**config.mk**
```make
export PLATFORM = sky130hd
export DESIGN_NAME = frog_timer_sequencer
export DESIGN_NICKNAME = d
export VERILOG_FILES = /design/src/rtl/frog_timer_sequencer.sv
export SDC_FILE = /design/constraint.sdc
export NUM_CORES = 1
export LEC_CHECK = 0
export BUFFER_PORTS_ARGS = -buffer_cell sky130_fd_sc_hd__buf_2
export CAP_MARGIN = 40
export CORE_MARGIN = 2
export CORE_UTILIZATION = 55
export CTS_BUF_LIST = sky130_fd_sc_hd__clkbuf_16
export DETAILED_ROUTE_END_ITERATION = 10
export MAX_ROUTING_LAYER = met4
export PLACE_DENSITY = 0.83
export SKIP_CTS_REPAIR_TIMING = 1
export SLEW_MARGIN = 20
export SYNTH_ARGS = -nofsm -noshare
export SYNTH_HDL_FRONTEND = slang
export SYNTH_SLANG_ARGS = --single-unit
export TNS_END_PERCENT = 20
```
**constraint.sdc**
```tcl
create_clock -name Clk -period 2.8 [get_ports Clk]
set_input_delay 0.42 -clock Clk [delete_from_list [all_inputs] [get_ports Clk]]
set_output_delay 0.42 -clock Clk [all_outputs]
set_load 0.05 [all_outputs]
```
**src/rtl/frog_timer_sequencer.sv**
```systemverilog
// Round countdown sequencer: divides frame_tick into seconds and runs a two-digit BCD countdown.
// Optional bonus crediting is compiled in with `define FROG_TIMER_BONUS_EN.
module frog_timer_sequencer #(
   parameter int FRAMES_PER_SEC = 60,
   parameter int START_SECONDS  = 60,
   parameter int BONUS_SECONDS  = 10
) (
   input  logic       Clk,
   input  logic       Reset_n,
   input  logic       frame_tick,
   input  logic       start,
   input  logic       pause,
   input  logic       stop,
   input  logic       bonus,
   output logic [3:0] tens_digit,
   output logic [3:0] ones_digit,
   output logic       running,
   output logic       sec_tick,
   output logic       timeout
);

   localparam int CW = $clog2(FRAMES_PER_SEC);
   localparam logic [CW-1:0] FRAME_LAST = CW'(FRAMES_PER_SEC - 1);
   localparam logic [3:0] START_TENS = 4'(START_SECONDS / 10);
   localparam logic [3:0] START_ONES = 4'(START_SECONDS % 10);

   typedef enum logic [1:0] {S_IDLE, S_RUN, S_PAUSED, S_EXPIRED} state_t;

   state_t        state, state_d;
   logic [CW-1:0] frame_cnt, frame_cnt_d;
   logic [3:0]    tens_d, ones_d;
   logic          sec_tick_d, timeout_d;
   logic          at_zero;

`ifdef FROG_TIMER_BONUS_EN
   localparam logic [3:0] BONUS_TENS   = 4'(BONUS_SECONDS / 10);
   localparam logic [3:0] BONUS_ONES   = 4'(BONUS_SECONDS % 10);
   localparam logic [3:0] BONUS_M1_TENS = 4'((BONUS_SECONDS - 1) / 10);
   localparam logic [3:0] BONUS_M1_ONES = 4'((BONUS_SECONDS - 1) % 10);
   logic [4:0] sum_ones, sum_tens;
`else
   logic unused_bonus;
   assign unused_bonus = bonus;
`endif

   // NOTE: every combinational output gets a default first so no path can infer a latch.
   always_comb begin
      state_d     = state;
      tens_d      = tens_digit;
      ones_d      = ones_digit;
      frame_cnt_d = frame_cnt;
      sec_tick_d  = 1'b0;
      timeout_d   = 1'b0;
      at_zero     = 1'b0;
`ifdef FROG_TIMER_BONUS_EN
      sum_ones    = '0;
      sum_tens    = '0;
`endif

      if (start) begin
         tens_d      = START_TENS;
         ones_d      = START_ONES;
         frame_cnt_d = '0;
         state_d     = pause ? S_PAUSED : S_RUN;
      end else if (stop && (state == S_RUN || state == S_PAUSED)) begin
         state_d = S_IDLE;
      end else begin
         case (state)
            S_RUN: begin
               if (pause) begin
                  state_d = S_PAUSED;
               end else if (frame_tick) begin
                  if (frame_cnt == FRAME_LAST) begin
                     frame_cnt_d = '0;
                     sec_tick_d  = 1'b1;
                     if (ones_digit == 4'd0 && tens_digit != 4'd0) begin
                        ones_d = 4'd9;
                        tens_d = tens_digit - 4'd1;
                     end else if (ones_digit != 4'd0) begin
                        ones_d = ones_digit - 4'd1;
                     end
                     at_zero = (tens_d == 4'd0) && (ones_d == 4'd0);
                  end else begin
                     frame_cnt_d = frame_cnt + CW'(1);
                  end
               end
            end
            S_PAUSED: if (!pause) state_d = S_RUN;
            default: ;
         endcase

`ifdef FROG_TIMER_BONUS_EN
         // A credit landing on the final decrement rescues the round with BONUS_SECONDS-1 left.
         if (bonus && (state == S_RUN || state == S_PAUSED)) begin
            if (at_zero) begin
               tens_d  = BONUS_M1_TENS;
               ones_d  = BONUS_M1_ONES;
               at_zero = (BONUS_SECONDS == 1);
            end else begin
               sum_ones = {1'b0, ones_d} + {1'b0, BONUS_ONES};
               sum_tens = {1'b0, tens_d} + {1'b0, BONUS_TENS};
               if (sum_ones > 5'd9) begin
                  sum_ones = sum_ones - 5'd10;
                  sum_tens = sum_tens + 5'd1;
               end
               if (sum_tens > 5'd9) begin
                  tens_d = 4'd9;
                  ones_d = 4'd9;
               end else begin
                  tens_d = sum_tens[3:0];
                  ones_d = sum_ones[3:0];
               end
            end
         end
`endif

         if (at_zero) begin
            state_d   = S_EXPIRED;
            timeout_d = 1'b1;
         end
      end
   end

   // NOTE: sequential state uses non-blocking assignments so all registers update together.
   always_ff @(posedge Clk or negedge Reset_n) begin
      if (!Reset_n) begin
         state      <= S_IDLE;
         tens_digit <= 4'd0;
         ones_digit <= 4'd0;
         frame_cnt  <= '0;
         running    <= 1'b0;
         sec_tick   <= 1'b0;
         timeout    <= 1'b0;
      end else begin
         state      <= state_d;
         tens_digit <= tens_d;
         ones_digit <= ones_d;
         frame_cnt  <= frame_cnt_d;
         running    <= (state_d == S_RUN);
         sec_tick   <= sec_tick_d;
         timeout    <= timeout_d;
      end
   end

endmodule

```
# After elaboration in Yosys (flattened, before gate mapping)
# Cells that the tools add are included.
classes:
  n_addsub: 3
  n_eq_ne: 6
  mux: 55
  reduce_logical: 14
ops:
  columns: ["operator", "n"]
  rows:
  - ["two-way mux 4 bit", 27]
  - ["two-way mux 6 bit", 6]
  - ["two-way mux 1 bit", 15]
  - ["logical NOT 4 bit", 3]
  - ["two-way mux 2 bit", 6]
  - ["nonzero test 4 bit", 2]
  - ["subtractor 4 x 1 -> 4 bit, second input constant", 2]
  - ["adder 6 x 1 -> 6 bit, second input constant", 1]
  - ["equality test 6 bit, second input constant", 1]
  - ["nonzero test 2 bit", 3]
  - ["AND reduction 5 bit", 1]
  - ["equality test 2 x 1 -> 1 bit, second input constant", 2]
  - ["inequality test 2 bit, second input constant", 2]
  - ["case mux 2 bit (2 select lines)", 1]
  - ["AND reduction 4 bit", 1]
  - ["logical AND 1 bit", 3]
  - ["equality test 2 bit, second input constant", 1]
  - ["logical OR 1 bit", 1]
totals:
  ff_bits: 19
  in_bits: 7

# Logic depth before layout (Yosys ltp)
# Gate-level depths: netlist (run 1).
logic_depth:
  depth_word: 21
  ltp_mapped: 9
  depth_no_buf: 8

# Worst setup path after synthesis (run 1)
# Ideal clock, no wire load.
synth_timing:
  kind: "reg2reg"
  startpoint: "reg ones_digit[0]"
  endpoint: "reg running"
  setup_time_ns: 0.120
  arrival_ns: 2.413
  required_time_ns: 2.680
  path_slack_ns: 0.267
  stages_incl_launch_ff: 9
  path_buffers: 1
  cell_sequence: "dfrtp_1 -> inv_1 -> ha_1 -> or3b_1 -> buf_6 -> o32ai_4 -> a211oi_1 -> or4_4 -> o211a_1"
synth_between:
  elab_chain_len: 21
  elab_cells_between_ends: 32
  cone_classes: "add/sub (1); eq/ne (1); mux (24); reduce/logical (6)"
synth_rtl:
  columns: ["element", "line", "source"]
  rows:
  - ["from (decl)", "16", "output logic [3:0] ones_digit,"]
  - ["from (signal assigned)", "137", "ones_digit <= ones_d;"]
  - ["subtractor 4 x 1 -> 4 bit, or another cell as far along", "80", "ones_d = ones_digit - 4'd1;"]
  - ["two-way mux 4 bit / logical AND 1 bit (equally long branches)", "79, 76", null]
  - ["two-way mux 4 bit", "76", "if (ones_digit == 4'd0 && tens_digit != 4'd0) begin"]
  - ["two-way mux 4 bit", "73", "if (frame_cnt == FRAME_LAST) begin"]
  - ["two-way mux 4 bit", "72", "end else if (frame_tick) begin"]
  - ["two-way mux 4 bit", "70", "if (pause) begin"]
  - ["two-way mux 4 bit", "68", "case (state)"]
  - ["two-way mux 4 bit", "65", "end else if (stop && (state == S_RUN || state == S_PAUSED)) begin"]
  - ["[5 not listed]", null, null]
  - ["two-way mux 1 bit (*)", "70", null]
  - ["two-way mux 1 bit (*)", "68", null]
  - ["two-way mux 1 bit (*)", "65", null]
  - ["two-way mux 1 bit (*)", "60", "if (start) begin"]
  - ["two-way mux 2 bit (*)", "117", "if (at_zero) begin"]
  - ["two-way mux 2 bit (*)", "65", null]
  - ["two-way mux 2 bit (*)", "60", null]
  - ["equality test 2 x 1 -> 1 bit (*)", "139", "running <= (state_d == S_RUN);"]
  - ["to (signal assigned)", "139", null]
  - ["to (decl)", "17", "output logic running,"]
# Every way passes the cells marked *; elsewhere a longest branch is shown, timed or not. The select of a mux whose other input is x is not followed.
# A chain may end at the register's enable or synchronous reset.

# Final worst setup path (run 1)
# Same ends and word-level chain as after synthesis.

==> results of run 1 <==
## worst max-delay path by stage
| stage | from | endpoint | slack (ps) | cells past startpoint |
|---|---|---|---|---|
| finish | ones_digit[0]$_DFFE_PN0P_ | running$_DFF_PN0_ | 230 | 7 |
| floorplan | ones_digit[0]$_DFFE_PN0P_ | running$_DFF_PN0_ | 270 | 8 |
| CTS | ones_digit[0]$_DFFE_PN0P_ | running$_DFF_PN0_ | 240 | 7 |
| detailed placement | ones_digit[0]$_DFFE_PN0P_ | running$_DFF_PN0_ | 270 | 7 |
| global route | ones_digit[0]$_DFFE_PN0P_ | running$_DFF_PN0_ | 110 | 7 |
| global placement | ones_digit[0]$_DFFE_PN0P_ | running$_DFF_PN0_ | 320 | 7 |
## worst register-to-register path, delay by kind of cell, from the launching register on
family | cells | cell delay, ps
and+or+nand+nor | 3 | 1340
AOI/OAI and AO/OA | 2 | 320
buffers and inverters | 1 | 90
DFF | 1 | 450
adders and majority gates | 1 | 260
## kinds of logic (layout without fill, tap and decap cells)
logic type	after synthesis	after routing	synth area share, %
xor+xnor	3	3	2.18
compound gates	37	37	22.5
buf+inv	15	33	5.40
fa+ha+maj	5	5	5.19
flops	19	19	39.5
mux	4	4	3.32
simple gates	48	48	21.9
## placed cells by master, fill, tap and decap left out, drive strengths merged, types with 2 or more instances in the layout
master   synthesis  routed
a21oi            9       9
a21o             3       3
dfrtp           19      19
nor4             4       4
a31oi            2       2
clkbuf           2       3
o21ai            7       7
xor2             2       2
nand2            8       8
and3             2       2
nor3             3       3
buf              2      18
inv             11      11
nor2b            4       4
nor2            14      14
nor3b            2       2
or4              2       2
o211a            2       2
o2111ai          2       2
nand3            3       3
mux2i            4       4
o32ai            3       3
ha               5       5
## registers in the layout, indices dropped and copies added, names as in the netlist
register	cells
frame_cnt	6
ones_digit	4
running	1
sec_tick	1
state	2
tens_digit	4
timeout	1
## power by group through the flow
stage	Clock, uW	Sequential, uW	Combinational (uW)
floorplan	0	327	106
global placement	0	310	159
detailed placement	0	310	169
CTS	295	306	173
global route	308	309	194
finish	294	306	174
## per-layer routing
layer,global-route usage (%),share of wire [%],vias up
met1,29.8,43,517
met3,3.57,5.5,6
met5,-,0,-
met4,6.31,1.3,0
met2,43.6,50,40
li1,-,-,524
## metrics by stage
step	hold slack (ps)	setup WS, ps
after detailed placement	385	267
after global placement	376	323
final	105	227
after CTS	122	238
after floorplan	124	267
after global routing	148	115
## cell type report
type / count / area, um2 / share of cell area [%]
Inverter: 11 / 41.3 / 2.97
Multi-Input combinational cell: 97 / 664 / 47.8
Sequential cell: 19 / 475 / 34.2
Tap cell: 27 / 33.8 / 2.43
Clock buffer: 3 / 75.1 / 5.40
Timing Repair Buffer: 18 / 95.1 / 6.84
Clock inverter: 1 / 5.00 / 0.360
==> summary.md, run 1 <==
| Metric | Value |
|---|---|
| Status | finished clean |
| Antenna-violating nets left | 0 |
| CP Data Arrival Time | ~2700 ps |
| Clock power frac | 38.0% |
| Slew @ Worst Pin | between 500 and 600 ps |
| FF-to-FF setup slack | 230 ps |
| R2r worst-path depth | 7 |
| Fin Clk Skew | 2.73 ps |
| Switching portion of total power | 29.2% |
| Seq pwr share | between 30% and 40% |
| Vias in the first global route | 1041 |
| DIE WIDTH | 50.8 um |
| Leading area contributor after synthesis | dfrtp_1 |
| Cell with the most instances after synthesis | dfrtp_1 |
| Vias | 1087 |
| Final Slew Violations | 0 |
| Grt ovf | 0 |
| CP max stage delay | 570 ps |
| Util after Layout | 68.8% |
| RR Endpoint | running$_DFF_PN0_ |
| Finished Cell Area | 0.00139 mm2 |
| EDFF count, synth | 0 |
| Avg WL per Cell | 15.7 um |
| CP Cell Sequence | inv_1 -> ha_1 -> or3b_1 -> nor4_2 -> a211oi_1 -> or4_4 -> o211a_1 |
| Starting Density | about 60% |
| Post-Syn Area | around 0.0012 mm2 |
| Fin nets | 162 |
| Non-Filler Instances | 176 |
| DRT iter0 DRCs | 48 |
| First-pass GRT wire length | 4.71 mm |
| CP Max Fanout | 9 |
| Post-DP Area | 0.00131 mm2 |
| I/O Buffers | 16 |
| Post-Route WL | 2.77 mm |
| Pint | between 500 and 600 uW |
| DRC viols | 0 |
| Antenna cell count | 0 |
| H-tree Lvls | 1 |
| Max_cap viols | 0 |
| Share of cells above drive strength 1 | 16.8% |
| I/O Pins | 18 |
| Clock slew at reported path FFs | 60 ps |
| Number of detailed-route iterations in the first pass | 4 |
| Tmin final | 2570 ps |
| Rel. slew slack | about three fifths |
| Register area share after synthesis | between 30 and 40% |
| Clock Latency Late Sink | 250 ps |
| Asr flop ratio synth | between 90% and 100% |
| Avg Cell Area, Syn | 9.20 um2 |
| Worst endpoint required time | 2930 ps |
| Yosys warns | 0 |
| Switching Power | about 230 uW |
| Die ar. | approximately 0.0026 mm2 |
| Most common flop cell mapped by yosys | dfrtp_1 |
| Area Overhead vs Synth | 15.4% |
| Netlist cell types | 43 |
| CP startpoint kind | flip-flop |
| Synth Register Bits | 19 |
| Antenna violations before repair | 0 |
| Dpl cells | 172 |
| Final Hold Violating Endpoints | 0 |
| RSZ-0062 raised after global routing | false |
| Power, Total | 773 uW |
| Top delay family on crit path | simple AND/OR/NAND/NOR gates |
| CTS tree | yes |
| Max Root-Sink Buffers | 2 |
| Leakage | 0.000690 uW |
| CP Class | reg -> reg |
| Worst hold-check path type | in -> async |
| Clk root buf | clkbuf_16 |
| Max IR drop VDD | 426 uV |
| Final setup fails | 0 |
| Aggregate global-route resource usage | 24.8% |
| Fill count | 164 |
| CTS sink count | 19 |
| Synth top cells by count | dfrtp_1, nor2_1, inv_1 |
| Max Fclk | 389 MHz |
| Setup tns final | 0 ps |
| Core Footprint | 0.00202 mm2 |
| CP max stage cell | or4_4 |
| Share of the synthesized area in the top cell type | 39.5% |
| Crit share post-route | 91.9% |
| Synthesized Nets | 143 |
| Hpwl dp | roughly 1.9 mm |
| Vias/cell | 6.18 |
| FP Rows | 16 |
| Pwr Density | approximately 560 mW/mm2 |
| DIE HEIGHT | 50.8 um |
| Cell count after synthesis | around 130 |
| Most area-consuming cells after synthesis | dfrtp_1, ha_1, nor2_1 |
| Critical path endpoint category | flip-flop |
| Global placer's final weighted congestion | 0.926 |
| Clock buffer count from CTS | 3 |
| Largest net degree at the start of global routing | 20 |
| WP buf/inv | 1 |
| Reg-to-reg startpoint | ones_digit[0]$_DFFE_PN0P_ |
| Part of the power in combinational logic | 22.5% |
No activity file was read; power rests on OpenSTA's default activity.
==> inputs of run 2 (changes only) <==
RECOVER_POWER = 100   (was not set)
==> run 2 against run 1 <==
Effect of this change: sequential power about the same; combinational power about the same; non-clock buffer count unchanged; die area unchanged; power about the same; sequential share of layout area up 0.63 points; clock-buffer cell count unchanged; worst hold slack better by 210 ps; setup slack worse by 50 ps; critical endpoint unchanged; highest routed layer unchanged.
==> summary.md, run 2 (same netlist as run 1, synthesis figures left out) <==
| Metric | Value |
|---|---|
| Most common cell after layout, fill and taps aside | dfrtp_1 |
| Post-DP Area | 0.00131 mm2 (unchanged) |
| Fin Clk Skew | 3.29 ps (+0.562 ps) |
| Grt ovf | 0 (unchanged) |
| CP Max Fanout | 9 (unchanged) |
| CP max stage delay | 570 ps (about the same) |
| DRC viols | 0 (unchanged) |
| Clock slew at reported path FFs | 60 ps (about the same) |
| Vias in the first global route | 1041 (unchanged) |
| Max IR drop VDD | 421 uV (-1.3%) |
| DIE WIDTH | 50.8 um (unchanged) |
| Max_cap viols | 0 (unchanged) |
| Clk root buf | clkbuf_16 |
| CTS sink count | 19 (unchanged) |
| Starting Density | 59.6% (unchanged) |
| Area Overhead vs Synth | 13.3% |
| First-pass GRT wire length | 4.71 mm (unchanged) |
| Aggregate global-route resource usage | 24.8% (unchanged) |
| CP Data Arrival Time | 2760 ps (+50 ps) |
| Antenna violations before repair | 0 (unchanged) |
| Crit share post-route | 93.7% (+1.8 points) |
| CP startpoint kind | flip-flop |
| Max Root-Sink Buffers | 2 (unchanged) |
| Share of cells above drive strength 1 | 7.38% (-9.4 points) |
| Biggest regs | frame_cnt (6), ones_digit (4), tens_digit (4) |
| Final setup fails | 0 (unchanged) |
| H-tree Lvls | 1 (unchanged) |
| Worst endpoint required time | 2930 ps (about the same) |
| Clock buffer count from CTS | 3 (unchanged) |
| I/O Buffers | 16 (unchanged) |
| I/O Pins | 18 (unchanged) |
| Hpwl dp | 1.86 mm (unchanged) |
| Clock Latency Late Sink | 250 ps (about the same) |
| Power, Total | 774 uW (about the same) |
| Max Fclk | 381 MHz (-1.9%) |
| Biggest register | frame_cnt |
| Dpl cells | 172 (unchanged) |
| Setup tns final | 0 ps (unchanged) |
| Pwr Density | 567 mW/mm2 (+1.9%) |
| RSZ-0062 raised after global routing | false |
| Final Slew Violations | 0 (unchanged) |
| Vias/cell | 6.20 (+0.46%) |
| Core Footprint | 0.00202 mm2 (unchanged) |
| Number of detailed-route iterations in the first pass | 4 (unchanged) |
| CP Cell Sequence | inv_1 -> ha_1 -> or3b_1 -> nor4_1 -> a211oi_1 -> or4_4 -> o211a_1 |
| Post-Route WL | 2.78 mm (+0.47%) |
| Fin nets | 162 (unchanged) |
| Leakage | 0.000641 uW (-7.0%) |
| CP Class | reg -> reg |
| Antenna-violating nets left | 0 (unchanged) |
| Finished Cell Area | 0.00137 mm2 (-1.8%) |
| Antenna cell count | 0 (unchanged) |
| Global placer's final weighted congestion | 0.926 (unchanged) |
| Hold WS | 319 ps (+214 ps) |
| DIE HEIGHT | 50.8 um (unchanged) |
| CP max stage cell | or4_4 |
| CTS tree | yes |
| Worst hold-check path type | in -> async |
| Non-Filler Instances | 176 (unchanged) |
| Avg WL per Cell | 15.8 um (+0.47%) |
| Die ar. | 0.00258 mm2 (unchanged) |
| Rel. slew slack | 32.9% (-28 points) |
| Critical path endpoint category | flip-flop |
| FP Rows | 16 (unchanged) |
| Largest net degree at the start of global routing | 20 (unchanged) |
| Final Hold Violating Endpoints | 0 (unchanged) |
| FF-to-FF setup slack | 180 ps (-50 ps) |
| DRT iter0 DRCs | 33 (-31%) |
| Commonest cells after routing, fill and taps aside | dfrtp_1, nor2_1, clkbuf_1, inv_1, a21oi_1 |
| Vias | 1092 (+0.46%) |
| Slew @ Worst Pin | 1010 ps (+418 ps) |
| Max reg flops | 6 (unchanged) |
| Tmin final | 2620 ps (+49.9 ps) |
| Status | finished clean |
[run 2: changes by cell type in the layout (fill, tap and decap cells not counted)]
cell and delta:
buf_2 -12, nor4_1 +1, clkbuf_1 +13, nor4_2 -1, buf_4 -1
[run 2: path summary, 6_finish.rpt]
kind                                            from                         to  cells past startpoint
min                                          Reset_n  tens_digit[2]$_DFFE_PN0P_                      1
max in group asynchronous                    Reset_n   frame_cnt[0]$_DFFE_PN0P_                      1
max reg2reg                ones_digit[0]$_DFFE_PN0P_          running$_DFF_PN0_                      7
min in group Clk                               start   frame_cnt[4]$_DFFE_PN0P_                      2
max                        ones_digit[0]$_DFFE_PN0P_          running$_DFF_PN0_                      7
min reg2reg                 frame_cnt[4]$_DFFE_PN0P_   frame_cnt[4]$_DFFE_PN0P_                      2
[run 2: where the power goes]
| group | switching (uW) | internal [uW] |
|---|---|---|
| logic | 111 | 61.3 |
| clock network | 104 | 191 |
| registers | 14.3 | 292 |
[run 2: layout make-up]
type	instances	area (um2)
Clock buffer	3	75.1
Inverter	11	41.3
Clock inverter	1	5.00
Timing Repair Buffer	18	76.3
Multi-Input combinational cell	97	658
Fill cell	171	657
Sequential cell	19	475
Tap cell	27	33.8
[run 2: layer usage]
metal / GRT usage, % / up-vias / share of wire [%]
met1: 29.8 / 517 / 42
met5: - / - / 0
met4: 6.31 / 0 / 0.93
met2: 43.6 / 51 / 50
li1: - / 522 / -
met3: 3.57 / 2 / 6.5
[run 2: per-stage QoR]
stage / worst slack, ps / util (%)
2_1_floorplan: 267 / -
3_3_place_gp: 323 / 64.8
3_5_place_dp: 267 / 64.8
4_1_cts: 238 / 68.8
5_1_grt: 65.7 / 67.5
6_report: 178 / 67.5
[run 2: critical path, delay by kind of cell (launching register included)]
kind	cells	cell delay (ps)
buffers and inverters	1	90
AND/OR/NAND/NOR	3	1390
AO/OA/AOI/OAI	2	320
adder cells (fa/ha/maj)	1	250
flip-flops	1	450
